File: config.mk
export PLATFORM = sky130hd
export DESIGN_NAME = gelato_warp_inst_buffer
export DESIGN_NICKNAME = d
export VERILOG_FILES = /design/src/rtl/gelato_warp_inst_buffer.sv
export SDC_FILE = /design/constraint.sdc
export NUM_CORES = 1
export LEC_CHECK = 0
export ABC_AREA = 1
export BUFFER_PORTS_ARGS = -buffer_cell sky130_fd_sc_hd__buf_2
export CAP_MARGIN = 5
export CORE_MARGIN = 2
export CORE_UTILIZATION = 40
export DETAILED_ROUTE_END_ITERATION = 12
export GPL_ROUTABILITY_DRIVEN = 0
export PLACE_DENSITY = 0.62
export SETUP_SLACK_MARGIN = 0.3
export SYNTH_ARGS = -nofsm -noshare
export SYNTH_HDL_FRONTEND = slang
export SYNTH_SLANG_ARGS = --single-unit
File: constraint.sdc
create_clock -name clk -period 3.7 [get_ports clk]
set_input_delay 0.74 -clock clk [delete_from_list [all_inputs] [get_ports clk]]
set_output_delay 0.74 -clock clk [all_outputs]
set_load 0.1 [all_outputs]
File: src/rtl/gelato_warp_inst_buffer.sv
// Per-warp instruction buffer: one circular FIFO per warp between decode and issue,
// with targeted pop, per-warp flush, occupancy/almost-full status and a sticky underflow flag.
module gelato_warp_inst_buffer #(
  parameter int NUM_WARPS    = 4,
  parameter int DEPTH        = 4,
  parameter int INST_WIDTH   = 64,
  parameter int AFULL_THRESH = DEPTH - 1,
  parameter int WID_W        = (NUM_WARPS > 1) ? $clog2(NUM_WARPS) : 1,
  parameter int CNT_W        = $clog2(DEPTH) + 1
) (
  input  logic                            clk,
  input  logic                            rst,
  input  logic                            rdy,
  input  logic                            push_valid,
  input  logic [WID_W-1:0]                push_warp,
  input  logic [INST_WIDTH-1:0]           push_inst,
  output logic                            push_ready,
  input  logic                            pop_en,
  input  logic [WID_W-1:0]                pop_warp,
  input  logic [NUM_WARPS-1:0]            flush,
  output logic [NUM_WARPS-1:0]            head_valid,
  output logic [NUM_WARPS*INST_WIDTH-1:0] head_inst,
  output logic [NUM_WARPS*CNT_W-1:0]      count,
  output logic [NUM_WARPS-1:0]            afull,
  output logic                            underflow_err
);

  localparam int PTR_W = $clog2(DEPTH);

  logic [INST_WIDTH-1:0] mem  [NUM_WARPS][DEPTH];
  logic [PTR_W-1:0]      wptr [NUM_WARPS];
  logic [PTR_W-1:0]      rptr [NUM_WARPS];
  logic [CNT_W-1:0]      cnt  [NUM_WARPS];

  logic [NUM_WARPS-1:0]  push_fire;
  logic [NUM_WARPS-1:0]  pop_fire;
  logic                  underflow_set;

  // Push handshake: a transfer happens on a rising edge where rdy, push_valid and
  // push_ready are all high and the target warp is not being flushed. push_ready
  // depends only on registered occupancy and push_warp, never on a same-cycle pop.
  always_comb begin
    push_ready    = 1'b0;
    underflow_set = 1'b0;
    push_fire     = '0;
    pop_fire      = '0;
    for (int w = 0; w < NUM_WARPS; w++) begin
      if (push_warp == WID_W'(w)) begin
        push_ready   = (cnt[w] != CNT_W'(DEPTH));
        push_fire[w] = rdy & push_valid & push_ready & ~flush[w];
      end
      if (pop_warp == WID_W'(w)) begin
        pop_fire[w]   = rdy & pop_en & (cnt[w] != '0) & ~flush[w];
        // A flushed warp swallows the pop, so an empty-pop there is not an error
        underflow_set = rdy & pop_en & (cnt[w] == '0) & ~flush[w];
      end
    end
  end

  always_ff @(posedge clk or posedge rst) begin
    if (rst) begin
      for (int w = 0; w < NUM_WARPS; w++) begin
        wptr[w] <= '0;
        rptr[w] <= '0;
        cnt[w]  <= '0;
      end
      underflow_err <= 1'b0;
    end else if (rdy) begin
      for (int w = 0; w < NUM_WARPS; w++) begin
        if (flush[w]) begin
          wptr[w] <= '0;
          rptr[w] <= '0;
          cnt[w]  <= '0;
        end else begin
          if (push_fire[w]) wptr[w] <= wptr[w] + PTR_W'(1);
          if (pop_fire[w])  rptr[w] <= rptr[w] + PTR_W'(1);
          cnt[w] <= cnt[w] + CNT_W'(push_fire[w]) - CNT_W'(pop_fire[w]);
        end
      end
      if (underflow_set) underflow_err <= 1'b1;
    end
  end

  // Payload storage is deliberately not reset; only pointers and counts are.
  always_ff @(posedge clk) begin
    for (int w = 0; w < NUM_WARPS; w++) begin
      if (push_fire[w]) mem[w][wptr[w]] <= push_inst;
    end
  end

  always_comb begin
    head_valid = '0;
    head_inst  = '0;
    count      = '0;
    afull      = '0;
    for (int w = 0; w < NUM_WARPS; w++) begin
      head_valid[w]                      = (cnt[w] != '0);
      head_inst[w*INST_WIDTH +: INST_WIDTH] = mem[w][rptr[w]];
      count[w*CNT_W +: CNT_W]            = cnt[w];
      afull[w]                           = (cnt[w] >= CNT_W'(AFULL_THRESH));
    end
  end

endmodule

==> flow_summary_export.csv <==
group,metric,value,unit
run_status,status,"finished clean",
min_path,worstHoldPathType,"input port to asynchronous set/reset pin",
cells_and_area,num-fill-cells,8181,
timing,hold_viol,0,
floorplanning,fp-row-count,115,
logic_synthesis,synth_sequential_area_ratio,78.8,%
worst_setup_path,critPathMaxFanout,35,
routing,vias_per_cell,5.41,
power_and_ir_drop,power_frac_comb,22.4,%
logic_synthesis,syn-num-nets,2887,
global_routing,first_pass_grt_wire_length,156000,um
power_and_ir_drop,switching_power,9630,uW
logic_synthesis,yosysTopAreaCell,"edfxtp_1",
worst_setup_path,timing.critical_path.arrival,2.59,ns
clock_tree,cts.sinks,1053,
cells_and_area,final_core_util,50.9,%
timing,timing_worst_slew_pin_value,0.886,ns
timing,final_period_minus_worst_setup_slack,3.33,ns
clock_tree,cts_hold_buffers,0,
worst_setup_path,timing.setup.critical_path_class,"flop to primary output",
cells_and_area,number_of_nets_in_the_final_layout,3250,
routing,drt-pass1-iter-count,7,
power_and_ir_drop,power.internal,21400,uW
routing,drt_iter0_markers,2016,
clock_tree,worst_setup_hold_path_clk_slew,0.07,ns
floorplanning,fp.dieArea,0.102,sq mm
timing,setup-violations-final,0,
power_and_ir_drop,cellPowerDensity,617,mW/mm^2
timing,setup_total_negative_slack,0,ns
routing,postRouteWirelength,106000,um
timing,fin_worst_skew,0.0260,ns
worst_setup_path,startpoint_type,"flop",
routing,route.vias.total,24500,
logic_synthesis,yosys_warnings,0,
worst_setup_path,timing.critical_path.from,"rptr[5]",
power_and_ir_drop,clock_power_share,35.0,%
cells_and_area,final_layout_size_suffix_gt1_share,20.5,%
timing,holdWs,0.227,ns
placement,detailedPlacementHpwl,61400,um
clock_tree,root_buffer_cell,"clkbuf_16",
timing,max_clock_freq,300,MHz
cells_and_area,antenna_cells_inserted,0,
floorplanning,die_w,320,um
power_and_ir_drop,ir_drop,0.570,mV
cells_and_area,synth_to_final_area_change,25.8,%
clock_tree,cts_buffers,108,
placement,io_port_bufs,354,
global_routing,grt_pass1_vias,23500,
power_and_ir_drop,static_leakage,0.0173,uW
global_routing,grtUsageTotal,20.4,%
routing,antenna_left,0,
logic_synthesis,count_of_unique_library_cells_instantiated_by_yosys,27,
timing,relSlewSlack,40.8,%
logic_synthesis,syn-instance-count,2782,
timing,maxSlewViolCount,0,
worst_setup_path,timing.rr.start,"count[10]",
worst_setup_path,worst-endpoint-required,2.96,ns
global_routing,grt_start_max_net_pins,79,
logic_synthesis,yosys.area.top_type_share,77.0,%
logic_synthesis,synth.top_cells.by_area,"edfxtp_1 (77%), nor2_1 (5.2%), o21ai_0 (5.2%)",
global_routing,gr-total-overflow,0,
logic_synthesis,syn_area,0.0399,sq mm
clock_tree,clkLatencyLatePin,0.69,ns
routing,wl_per_cell,23.5,um
power_and_ir_drop,switching_share,31.0,%
logic_synthesis,syn_area_per_cell,14.4,sq um
timing,rsz0062_at_grt,"yes",
job,cap_violations,0,
power_and_ir_drop,seqPwrFrac,42.7,%
clock_tree,cts_buffer_depth,3,
global_routing,grt_antenna_before_repair,1,
logic_synthesis,postSynthRegisterBits,1053,
worst_setup_path,critPathCaptureType,"primary output",
floorplanning,floorplan.initialDensity,40.5,%
clock_tree,htreeDepth,3,
floorplanning,chipHeight,320,um
floorplanning,floorplan.core_area,0.0987,sq mm
floorplanning,io_pins,355,
timing,post-route-period-util,90.0,%
clock_tree,clock_tree_from_tritoncts,"yes",
routing,detail_route.drc_violations,0,
power by group through the flow:
| stage | clock network, uW | logic, uW | registers [uW] |
|---|---|---|---|
| 5_1_grt | 11500 | 7180 | 13200 |
| 6_report | 10800 | 6940 | 13200 |
| 3_3_place_gp | 0 | 6780 | 13500 |
| 2_1_floorplan | 0 | 4190 | 13400 |
| 4_1_cts | 11100 | 6930 | 13200 |
| 3_5_place_dp | 0 | 6800 | 13500 |
worst max-delay path, stage by stage (launching register included):
cell and delay (ns):
dfrtp_4 0.66, inv_2 0.14, buf_6 0.30, o21ai_1 0.14, o22ai_1 0.36, buf_12 0.23
worst paths after layout:
kind / slack [ns] / endpoint / depth (start not counted)
min in group clk: 0.33 / count[8] / 2
max in group asynchronous: 2.78 / count[10] / 3
max: 0.37 / head_inst[98] / 5
min reg2reg: 0.47 / underflow_err / 2
min: 0.23 / count[5] / 2
max reg2reg: 1.24 / mem[3][80] / 5
placed cells by master, fill, tap and decap left out, drive strengths merged, types with 20 or more instances in the layout:
cell	synthesis	layout
nand2	75	75
clkbuf	92	154
inv	70	74
o22ai	259	259
o21ai	529	529
dfrtp	29	29
edfxtp	1024	1024
ha	24	24
clkinv	1	53
buf	76	392
nor2	556	556
nand3	20	20
Yosys cell counts (all sizes together):
| master | number |
|---|---|
| nand2 | 75 |
| dfrtp | 29 |
| nor2 | 556 |
| xor2 | 7 |
| edfxtp | 1024 |
| o31ai | 2 |
| a21oi | 4 |
| clkinv | 1 |
| xnor2 | 2 |
| o22ai | 259 |
| o21ai | 529 |
| nand4 | 7 |
| a31oi | 1 |
| nand3 | 20 |
| inv | 70 |
| fa | 4 |
| ha | 24 |
| clkbuf | 92 |
| buf | 76 |
cell families (layout without fill, tap and decap cells):
kind of cell / Yosys count / in the layout / share of synthesized area [%]
simple gates: 658 / 658 / 6.30
xor+xnor: 9 / 9 / 0.197
compound gates: 795 / 795 / 10.8
flops: 1053 / 1053 / 78.8
buf+inv: 239 / 694 / 2.97
fa+ha+maj: 28 / 28 / 0.952
state kept, by name, indices dropped and copies added, names as in the netlist:
name           count
wptr               8
rptr               8
count             12
underflow_err      1
mem             1024
stage by stage:
| stage | instances | setup WS [ns] | total power, uW | cell area [sq um] |
|---|---|---|---|---|
| after floorplan | 2782 | 0.00599 | 17600 | 40000 |
| after CTS | 4524 | 0.285 | 31200 | 50000 |
| after global placement | 4315 | 0.758 | 20300 | 46100 |
| after detailed placement | 4315 | 0.725 | 20300 | 46100 |
| final | 4524 | 0.371 | 31000 | 50200 |
| after global routing | 4524 | 0.285 | 32000 | 50200 |
routing by layer:
metal / track usage, % / share of wire [%]
met1: 27.2 / 42
met2: 33.4 / 48
met4: 6.76 / 2.7
met3: 4.42 / 6.7
met5: 0 / 0
repair_timing:
item | 4_1_cts | 5_1_grt
pin swaps | 0 | 0
resized for setup | 64 | 55
gates cloned | 1 | 0
setup endpoints to repair | 175 | 59
buffers inserted | 6 | 0
layout make-up:
type                            instances  area [sq um]  share of cell area [%]
Clock buffer                          125          2790                    5.55
Multi-Input combinational cell       1490          7700                    15.3
Sequential cell                      1053         31500                    62.7
Inverter                               71           277                   0.550
Timing Repair Buffer                  421          5600                    11.1
Clock inverter                         77           768                    1.53
Tap cell                             1287          1610                    3.20
No activity file was read; power rests on OpenSTA's default activity.
